**src/rtl/regfile_write_arbiter.sv**
```systemverilog
// Register-file write-port arbiter.
// Two writeback requesters (A = ALU, B = memory load) each own a one-deep
// holding slot. The single registered write port is granted oldest-first,
// with a round-robin pointer breaking ties between slots loaded together.
// A pending-write scoreboard covers both slots and the write being presented,
// so decode can stall on RAW hazards.
module regfile_write_arbiter #(
  parameter int DATA_W = 16,
  parameter int ADDR_W = 4
) (
  input  logic                     CLK,
  input  logic                     RESET,
  input  logic                     a_valid,
  output logic                     a_ready,
  input  logic [ADDR_W-1:0]        a_reg,
  input  logic [DATA_W-1:0]        a_data,
  input  logic                     b_valid,
  output logic                     b_ready,
  input  logic [ADDR_W-1:0]        b_reg,
  input  logic [DATA_W-1:0]        b_data,
  output logic [ADDR_W-1:0]        writeReg,
  output logic [DATA_W-1:0]        writeData,
  output logic [(1<<ADDR_W)-1:0]   pending,
  output logic                     last_b
);

  localparam int NUM_REGS = 1 << ADDR_W;

  // Slot state. older_x marks that slot x was already waiting when the other
  // slot was loaded, i.e. slot x holds the older of the two writes.
  logic              a_full, b_full;
  logic [ADDR_W-1:0] a_reg_q, b_reg_q;
  logic [DATA_W-1:0] a_data_q, b_data_q;
  logic              older_a, older_b;

  logic grant_a, grant_b;
  logic load_a, load_b;

  // Grant is derived purely from registered slot state so ready never
  // depends combinationally on valid.
  always_comb begin
    grant_a = 1'b0;
    grant_b = 1'b0;
    if (a_full && !b_full) begin
      grant_a = 1'b1;
    end else if (b_full && !a_full) begin
      grant_b = 1'b1;
    end else if (a_full && b_full) begin
      if (older_a) begin
        grant_a = 1'b1;
      end else if (older_b) begin
        grant_b = 1'b1;
      end else if (last_b) begin
        grant_a = 1'b1;
      end else begin
        grant_b = 1'b1;
      end
    end
  end

  // Handshake: a slot accepts when empty or when it is being drained this
  // cycle. Writes to r0 are accepted but never occupy the slot.
  always_comb begin
    a_ready = !a_full || grant_a;
    b_ready = !b_full || grant_b;
    load_a  = a_valid && a_ready && (a_reg != '0);
    load_b  = b_valid && b_ready && (b_reg != '0);
  end

  // Slot contents, age tracking, round-robin pointer and the output register.
  always_ff @(posedge CLK) begin
    if (RESET) begin
      a_full    <= 1'b0;
      b_full    <= 1'b0;
      a_reg_q   <= '0;
      b_reg_q   <= '0;
      a_data_q  <= '0;
      b_data_q  <= '0;
      older_a   <= 1'b0;
      older_b   <= 1'b0;
      last_b    <= 1'b1;
      writeReg  <= '0;
      writeData <= '0;
    end else begin
      if (load_a) begin
        a_full   <= 1'b1;
        a_reg_q  <= a_reg;
        a_data_q <= a_data;
      end else if (grant_a) begin
        a_full   <= 1'b0;
      end

      if (load_b) begin
        b_full   <= 1'b1;
        b_reg_q  <= b_reg;
        b_data_q <= b_data;
      end else if (grant_b) begin
        b_full   <= 1'b0;
      end

      if (grant_a || load_a) begin
        older_a <= 1'b0;
      end else if (load_b && a_full) begin
        older_a <= 1'b1;
      end

      if (grant_b || load_b) begin
        older_b <= 1'b0;
      end else if (load_a && b_full) begin
        older_b <= 1'b1;
      end

      if (grant_a) begin
        writeReg  <= a_reg_q;
        writeData <= a_data_q;
        last_b    <= 1'b0;
      end else if (grant_b) begin
        writeReg  <= b_reg_q;
        writeData <= b_data_q;
        last_b    <= 1'b1;
      end else begin
        writeReg  <= '0;
      end
    end
  end

  // Scoreboard: every register with a write still queued or on the port.
  always_comb begin
    pending = '0;
    if (a_full) pending[a_reg_q] = 1'b1;
    if (b_full) pending[b_reg_q] = 1'b1;
    pending[writeReg] = 1'b1;
    pending[0] = 1'b0;
  end

endmodule
```
**config.mk**
```make
export PLATFORM = sky130hd
export DESIGN_NAME = regfile_write_arbiter
export DESIGN_NICKNAME = d
export VERILOG_FILES = /design/src/rtl/regfile_write_arbiter.sv
export SDC_FILE = /design/constraint.sdc
export NUM_CORES = 1
export LEC_CHECK = 0
export ABC_AREA = 1
export BUFFER_PORTS_ARGS = -buffer_cell sky130_fd_sc_hd__buf_2
export CAP_MARGIN = 15
export CORE_UTILIZATION = 40
export DETAILED_ROUTE_END_ITERATION = 7
export PLACE_DENSITY = 0.68
export SYNTH_ARGS = -nofsm -noshare
export SYNTH_HDL_FRONTEND = slang
export SYNTH_SLANG_ARGS = --single-unit
```
**constraint.sdc**
```tcl
create_clock -name CLK -period 1.4 [get_ports CLK]
set_input_delay 0.14 -clock CLK [delete_from_list [all_inputs] [get_ports CLK]]
set_output_delay 0.14 -clock CLK [all_outputs]
set_load 0.05 [all_outputs]
```
Word level (Yosys, flattened, before mapping)
Index checks and enable logic that the tools add are counted.
- $lt $le $gt $ge: 6
- multiplexer cells: 30
- bitwise logic cells: 2
- reductions and logical operators: 25
- operators by type and width (kind ; number):
    2-to-1 mux 16 bit ; 4
    OR 16 bit ; 2
    2-to-1 mux 1 bit ; 21
    < comparator 4 x 5 -> 1 bit (second input constant) ; 3
    demux 1 bit (select 4 bit) ; 3
    >= comparator 4 x 1 -> 1 bit (second input constant) ; 3
    logical AND 1 bit ; 12
    2-to-1 mux 4 bit ; 2
    nonzero test 4 bit ; 2
    nonzero test 2 bit ; 3
    logical OR 1 bit ; 4
    OR reduction 2 bit ; 2
    zero test 1 bit ; 2
- register bits: 65
- input bits: 44
- output and inout port bits: 39
- word-level logic and storage cells: 74

Logic depth before layout (Yosys ltp)
Gate-level depths: netlist of the first run.
- depth after elaboration: 11
- gate-level depth with buffers: 9
- mapped depth without buffers: 8

Least setup slack after synthesis of the first run
OpenSTA, ideal clock, no wires.
- path kind: reg-to-output
- start: reg writeReg[2]
- end: out pending[15]
- arrival time: 1.623 ns
- required time: 1.260 ns
- path slack: -0.363 ns
- cell stages (with the launch flop): 3
- path buffers: 0
- cell sequence: dfxtp_1 -> nand2_1 -> o211ai_1
- longest elaborated chain between the ends: 5
- elaborated cells on any way between the ends: 6
- those cells by class: order compare (2); mux (2); bitwise (1); reduce/logical (1)
- RTL lines (element ; RTL line ; text):
    start, declared ; 21 ; output logic [ADDR_W-1:0] writeReg,
    start signal, assigned ; 114 ; writeReg <= a_reg_q;
    start signal, assigned ; 118 ; writeReg <= b_reg_q;
    < comparator 4 x 5 -> 1 bit (implied by the code) / >= comparator 4 x 1 -> 1 bit (equally long branches) ; 132 ; pending[writeReg] = 1'b1;
    logical AND 1 bit (implied by the code) ; 132 ;
    2-to-1 mux 1 bit (implied by the code) ; 132 ;
    demux 1 bit (select 4 bit) (*) ; 132 ;
    OR 16 bit (no line) (*) ; n/a ;
    end, declared ; 23 ; output logic [(1<<ADDR_W)-1:0] pending,
Every way passes the cells marked *; elsewhere a longest branch is shown, timed or not.

Worst setup path in the final report of the first run
- start: reg b_full
- end: out pending[15]
- longest elaborated chain between the ends: 2
- RTL lines (element ; RTL line ; text):
    start, declared ; 31 ; logic a_full, b_full;
    start signal, assigned ; 74 ; b_full <= 1'b0;
    start signal, assigned ; 94 ; b_full <= 1'b1;
    start signal, assigned ; 98 ; b_full <= 1'b0;
    2-to-1 mux 16 bit ; 131 ; if (b_full) pending[b_reg_q] = 1'b1;
    OR 16 bit (no line) ; n/a ;
No other way between the ends.

==> results of run 1 <==
[where the power goes]
group          switching (mW)  internal (mW)
clock                   0.762           1.01
sequential             0.0915           1.98
combinational           0.768          0.438
[stage by stage]
step / cell area (sq um) / util [%] / worst slack, ns
floorplan: 3470 / - / -0.0742
global placement: 4030 / 48.8 / -0.0145
detailed placement: 4030 / 48.8 / -0.0267
CTS: 4510 / 54.6 / -0.159
global route: 4870 / 59.0 / -0.221
finish: 4870 / 59.0 / -0.154
[final cells by class]
cell class	instances	area [sq um]
Sequential cell	65	1350
Clock inverter	6	91.3
Clock buffer	10	128
Fill cell	766	3390
Inverter	42	173
Timing Repair Buffer	127	1010
Tap cell	105	131
Multi-Input combinational cell	361	1990
[tightest hold or removal path, stage by stage]
cell,delay (ns)
buf_2,0.07
nor2_1,0.03
nor2_1,0.08
[registers in the layout, indices dropped and copies added, names as in the netlist, 4 cells and up]
name,flops
b_data_q,16
writeReg,4
b_reg_q,4
a_reg_q,4
a_data_q,16
writeData,16
[synthesized netlist by cell type]
library cell,instances
nand2_4,3
o21ai_0,13
o211ai_1,5
nor2_1,93
nand3_4,4
nand4_1,18
nand2_2,17
inv_2,2
inv_4,1
nand2_1,116
o21ai_1,3
buf_4,2
nand3_1,42
clkbuf_1,3
buf_1,1
a21oi_1,20
buf_6,9
nor3_1,2
conb_1,1
buf_2,15
dfxtp_1,65
inv_1,39
a21oi_2,23
clkbuf_2,1
nor2_2,1
buf_8,1
[path summary, 6_finish.rpt]
check / to / cells after the start / slack, ns
worst max-delay path: pending[15] / 6 / -0.15
worst min-delay path: b_data_q[11]$_SDFFE_PP0P_ / 3 / 0.01
worst max register to register: writeReg[2]$_SDFF_PP0_ / 8 / -0.06
worst min register to register: a_data_q[6]$_SDFFE_PP0P_ / 2 / 0.47
[repair_timing]
item	in CTS	in global routing
hold buffers	0	0
gates cloned	0	3
setup buffers	10	9
pin swaps	8	17
gates resized for setup	67	70
setup endpoints to repair	17	48
[cell families (layout without fill, tap and decap cells)]
group	count (synthesis)	in the layout	share of synthesized area (%)
DFF	65	65	37.8
buffers and inverters	74	185	11.2
AOI/OAI and AO/OA	64	64	12.2
other	1	1	0.109
and+or+nand+nor	296	296	38.7
[routing by layer]
layer / track usage, % / wire, microns / vias to the layer above
met3: 3.62 / 564 / 23
met5: 0 / 0 / -
met4: 8.71 / 218 / 0
li1: - / - / 1809
met1: 26.6 / 4170 / 1656
met2: 35.0 / 4830 / 132
==> results_dict.tcl, run 1 <==
set metrics [dict create \
    status "complete, but fails checks" \
    violations "negative setup slack" \
    power_leakage_nw 2.27 \
    dp_cells 679 \
    layout_min_cycle_time_ns 1.55 \
    seq_area_frac_synth_pct 37.8 \
    crit_family "buffers and inverters" \
    worstSetupPathType "flop to primary output" \
    nNetsFinal 650 \
    drive_gt1_share_pct 43.5 \
    drc 0 \
    hold_path_startpoint "b_data[11]" \
    crit_path_max_incr_delay_ns 0.37 \
    avgSynthCellArea_sq_um 6.89 \
    synth.top_cells.by_area "dfxtp_1 (38%), nand2_1 (13%), nor2_1 (10%), nand3_1 (6.1%), a21oi_2 (5.8%)" \
    clock-root-buffer "clkbuf_8" \
    grt_overflow 0 \
    clock_sinks 65 \
    final_common_cell "nand2_1" \
    yosysUniqueCellTypes 26 \
    fin_ws_ns -0.154 \
    numCtsBuffers 9 \
    start_kind "flop" \
    firstDrtPassIters 5 \
    wl_mm 9.78 \
    antenna-diode-count 0 \
    syn_area_sq_um 3440 \
    maxCapViolCount 0 \
    viasPerCell 5.06 \
    crit_chain "inv_4, nor3_4, buf_6, nand2_4, o211ai_1, buf_4" \
    mostFrequentLayoutCells "nand2_1 (108), nor2_1 (79), buf_2 (64)" \
    fin_setup_tns_ns -2.00 \
    drt_iter0_drc 205 \
    powerDensity_nw_per_um2 1040 \
    die-area_sq_um 8990 \
    ant_nets 0 \
    vias 3620 \
    grt_max_degree 39 \
    die_width_microns 94.8 \
    arrival_ns 1.41 \
    path_clk_slew_ns 0.08 \
    finalHoldViolCount 0 \
    worstPathRequired_ns 1.26 \
    rsz0062_at_grt "yes" \
    cp_num_buf_inv 3 \
    syn_to_final_growth_pct 41.4 \
    r2r_start "b_full$_SDFFE_PP0P_" \
    clk_latency_ns 0.34 \
    hold_class "input pin to flop" \
    end_kind "primary output" \
    dp.final_hpwl_mm 6.42 \
    ioPinCount 83 \
    synth_top_area_share_pct 37.8 \
    hold_ws_ns 0.0115 \
    numPortBuffers 81 \
    grt_pass1_vias 3196 \
    cts_tree "yes" \
    max_freq_mhz 644 \
    finalSetupViolations 33 \
    syn_nets 544 \
    yosys_warnings 0 \
    die_y_microns 94.8 \
    stdcell_count 716 \
    grt_pass1_wl_mm 14.6 \
    clockBufferDepth 2 \
    start_util_pct 41.7 \
    fin_crit_sh_pct 111 \
    critPathLaunch "b_full$_SDFFE_PP0P_" \
    core_area_sq_um 8260 \
    syn_inst 500 \
    synth-seq-cells 65 \
    rows 33 \
    place.gp.congestion 0.822 \
    yosys.area.top_type "dfxtp_1" \
    drv_slew 0 \
    avgRoutedWirePerCell_microns 13.7 \
    fin_skew_ns 0.0134 \
    h-tree-depth 3 \
    track_usage_pct 21.0 \
    p_total_mw 5.05 \
    crit_path_max_fanout 4 \
    antenna_found_initial 0 \
    slowest_stage "dfxtp_4" \
    peakVddDrop_mv 1.09 \
]
Power figures use the tool's default switching activity.
==> inputs of run 2 (changes only) <==
--- a/config.mk
+++ b/config.mk
@@ -12,4 +12,5 @@
 export DETAILED_ROUTE_END_ITERATION = 7
 export PLACE_DENSITY = 0.68
+export SLEW_MARGIN = 20
 export SYNTH_ARGS = -nofsm -noshare
 export SYNTH_HDL_FRONTEND = slang
==> constraint.sdc (replaced) <==
create_clock -name CLK -period 1.5 [get_ports CLK]
set_input_delay 0.3 -clock CLK [delete_from_list [all_inputs] [get_ports CLK]]
set_output_delay 0.3 -clock CLK [all_outputs]
set_load 0.05 [all_outputs]
==> run 2 against run 1 <==
Against the previous run: the run still ends with negative setup slack left; combinational power decreased by 12%; first-iteration DRC count decreased by 19%; design area decreased by 4.0%; register-to-register slack improved by 0.11 ns; critical path depth unchanged; critical endpoint unchanged.
==> results_dict.tcl, run 2 (synthesized netlist as in run 1, its figures left out) <==
set metrics [dict create \
    nNetsFinal 638 \
    cts_tree "yes" \
    wl_mm 9.26 \
    clk_latency_ns 0.34 \
    fin_skew_ns 0.0164 \
    fin_ws_ns -0.239 \
    place.gp.congestion 0.900 \
    rsz0062_at_grt "yes" \
    violations "negative setup slack" \
    crit_path_max_incr_delay_ns 0.35 \
    power_leakage_nw 2.20 \
    fin_crit_sh_pct 116 \
    core_area_sq_um 8260 \
    worstSetupPathType "flop to primary output" \
    max_freq_mhz 575 \
    peakVddDrop_mv 0.675 \
    end_kind "primary output" \
    viasPerCell 4.97 \
    mostFrequentLayoutCells "nand2_1 (106), nor2_1 (82), buf_2 (64)" \
    start_kind "flop" \
    ioPinCount 83 \
    numPortBuffers 81 \
    antenna-diode-count 0 \
    drive_gt1_share_pct 40.6 \
    worstPathRequired_ns 1.20 \
    fillers 798 \
    crit_chain "inv_2, nor3_2, buf_4, nand2_2, o211ai_1, buf_4" \
    grt_pass1_wl_mm 14.3 \
    vias 3498 \
    hold_class "input pin to flop" \
    numCtsBuffers 9 \
    maxCapViolCount 0 \
    final_common_cell "nand2_1" \
    ant_nets 0 \
    firstDrtPassIters 5 \
    multi_input_area_sq_um 1930 \
    crit_family "buffers and inverters" \
    status "complete, but fails checks" \
    path_clk_slew_ns 0.08 \
    finalHoldViolCount 0 \
    grt_overflow 0 \
    dp.final_hpwl_mm 6.33 \
    layout_min_cycle_time_ns 1.74 \
    rows 33 \
    die-area_sq_um 8990 \
    cts-hold-fix-buffers 0 \
    finalSetupViolations 16 \
    antenna_found_initial 0 \
    drv_slew 0 \
    cp_common_cell "buf_4" \
    crit_path_max_fanout 4 \
    clock_sinks 65 \
    grt_max_degree 36 \
    syn_to_final_growth_pct 35.9 \
    fin_util_pct 56.7 \
    die_y_microns 94.8 \
    regToRegSetupSlack_ns 0.05 \
    hold_ws_ns 0.173 \
    clockBufferDepth 2 \
    p_total_mw 4.82 \
    regArea_sq_um 1350 \
    largestRegisters "a_data_q: 16 flops, b_data_q: 16 flops, writeData: 16 flops" \
    arrival_ns 1.44 \
    powerDensity_nw_per_um2 1030 \
    slowest_stage "dfxtp_2" \
    track_usage_pct 20.2 \
    drc 0 \
    start_util_pct 41.7 \
    die_width_microns 94.8 \
    cp_num_buf_inv 3 \
    avgRoutedWirePerCell_microns 13.1 \
    grt_pass1_vias 3130 \
    h-tree-depth 3 \
    clock-root-buffer "clkbuf_8" \
    drt_iter0_drc 167 \
]
run 2: changes by cell type in the layout (fill, tap and decap cells not counted), moves of 3 or more:
cell	delta
a21oi_1	+5
a21oi_2	-5
buf_6	-12
buf_8	+4
dfxtp_2	+3
dfxtp_4	-3
inv_2	+3
inv_4	-6
nand2_2	+4
nand2_4	-3
nand3_1	+3
nor2_1	+3
run 2: what timing repair did:
| item | 4_1_cts | 5_1_grt |
|---|---|---|
| setup buffers | 6 | 6 |
| endpoints found under the hold margin | 0 | 0 |
| gates resized for setup | 54 | 50 |
| endpoints found under the setup margin | 17 | 23 |
| pin swaps | 5 | 9 |
run 2: worst paths after layout:
| check | end | cells after the start | from |
|---|---|---|---|
| worst min register to register | a_data_q[4]$_SDFFE_PP0P_ | 2 | a_data_q[4]$_SDFFE_PP0P_ |
| worst max-delay path | pending[15] | 6 | b_reg_q[2]$_SDFFE_PP0P_ |
| worst min-delay path | b_data_q[10]$_SDFFE_PP0P_ | 3 | b_data[10] |
| worst max register to register | a_data_q[1]$_SDFFE_PP0P_ | 9 | b_full$_SDFFE_PP0P_ |
run 2: cell type report:
class	count	share of cell area, %
sequential	65	28.7
clock inverter	6	2.43
clock buffer	10	2.73
multi-input combinational	361	41.2
timing repair buffer	115	18.6
inverter	42	3.48
tap	105	2.81
run 2: per-layer routing:
metal	part of all wire, %	vias to the layer above	wire length, microns	track usage [%]
met4	1.6	0	144	6.06
met5	0	-	0	0
met1	47	1596	4350	27.5
li1	-	1787	-	-
met3	4.1	14	376	3.14
met2	47	101	4390	32.9
run 2: worst min-delay path, stage by stage:
cell    delay, ns
buf_2        0.07
nor2_1       0.03
nor2_1       0.08
run 2: report_power, final:
| group | internal [mW] | total, mW | switching, mW |
|---|---|---|---|
| sequential | 1.85 | 1.93 | 0.0808 |
| clock | 1.12 | 1.83 | 0.717 |
| combinational | 0.368 | 1.06 | 0.692 |
| total | 3.33 | 4.82 | 1.49 |
run 2: metrics by stage:
stage	cells	setup slack [ns]	cell area, sq um	setup TNS (ns)
floorplan	500	-0.134	3500	-0.616
global placement	678	0.00677	4050	0
detailed placement	678	-0.0000226	4050	-0.0000226
CTS	700	-0.196	4480	-2.35
global route	704	-0.285	4680	-3.21
finish	704	-0.239	4680	-2.35
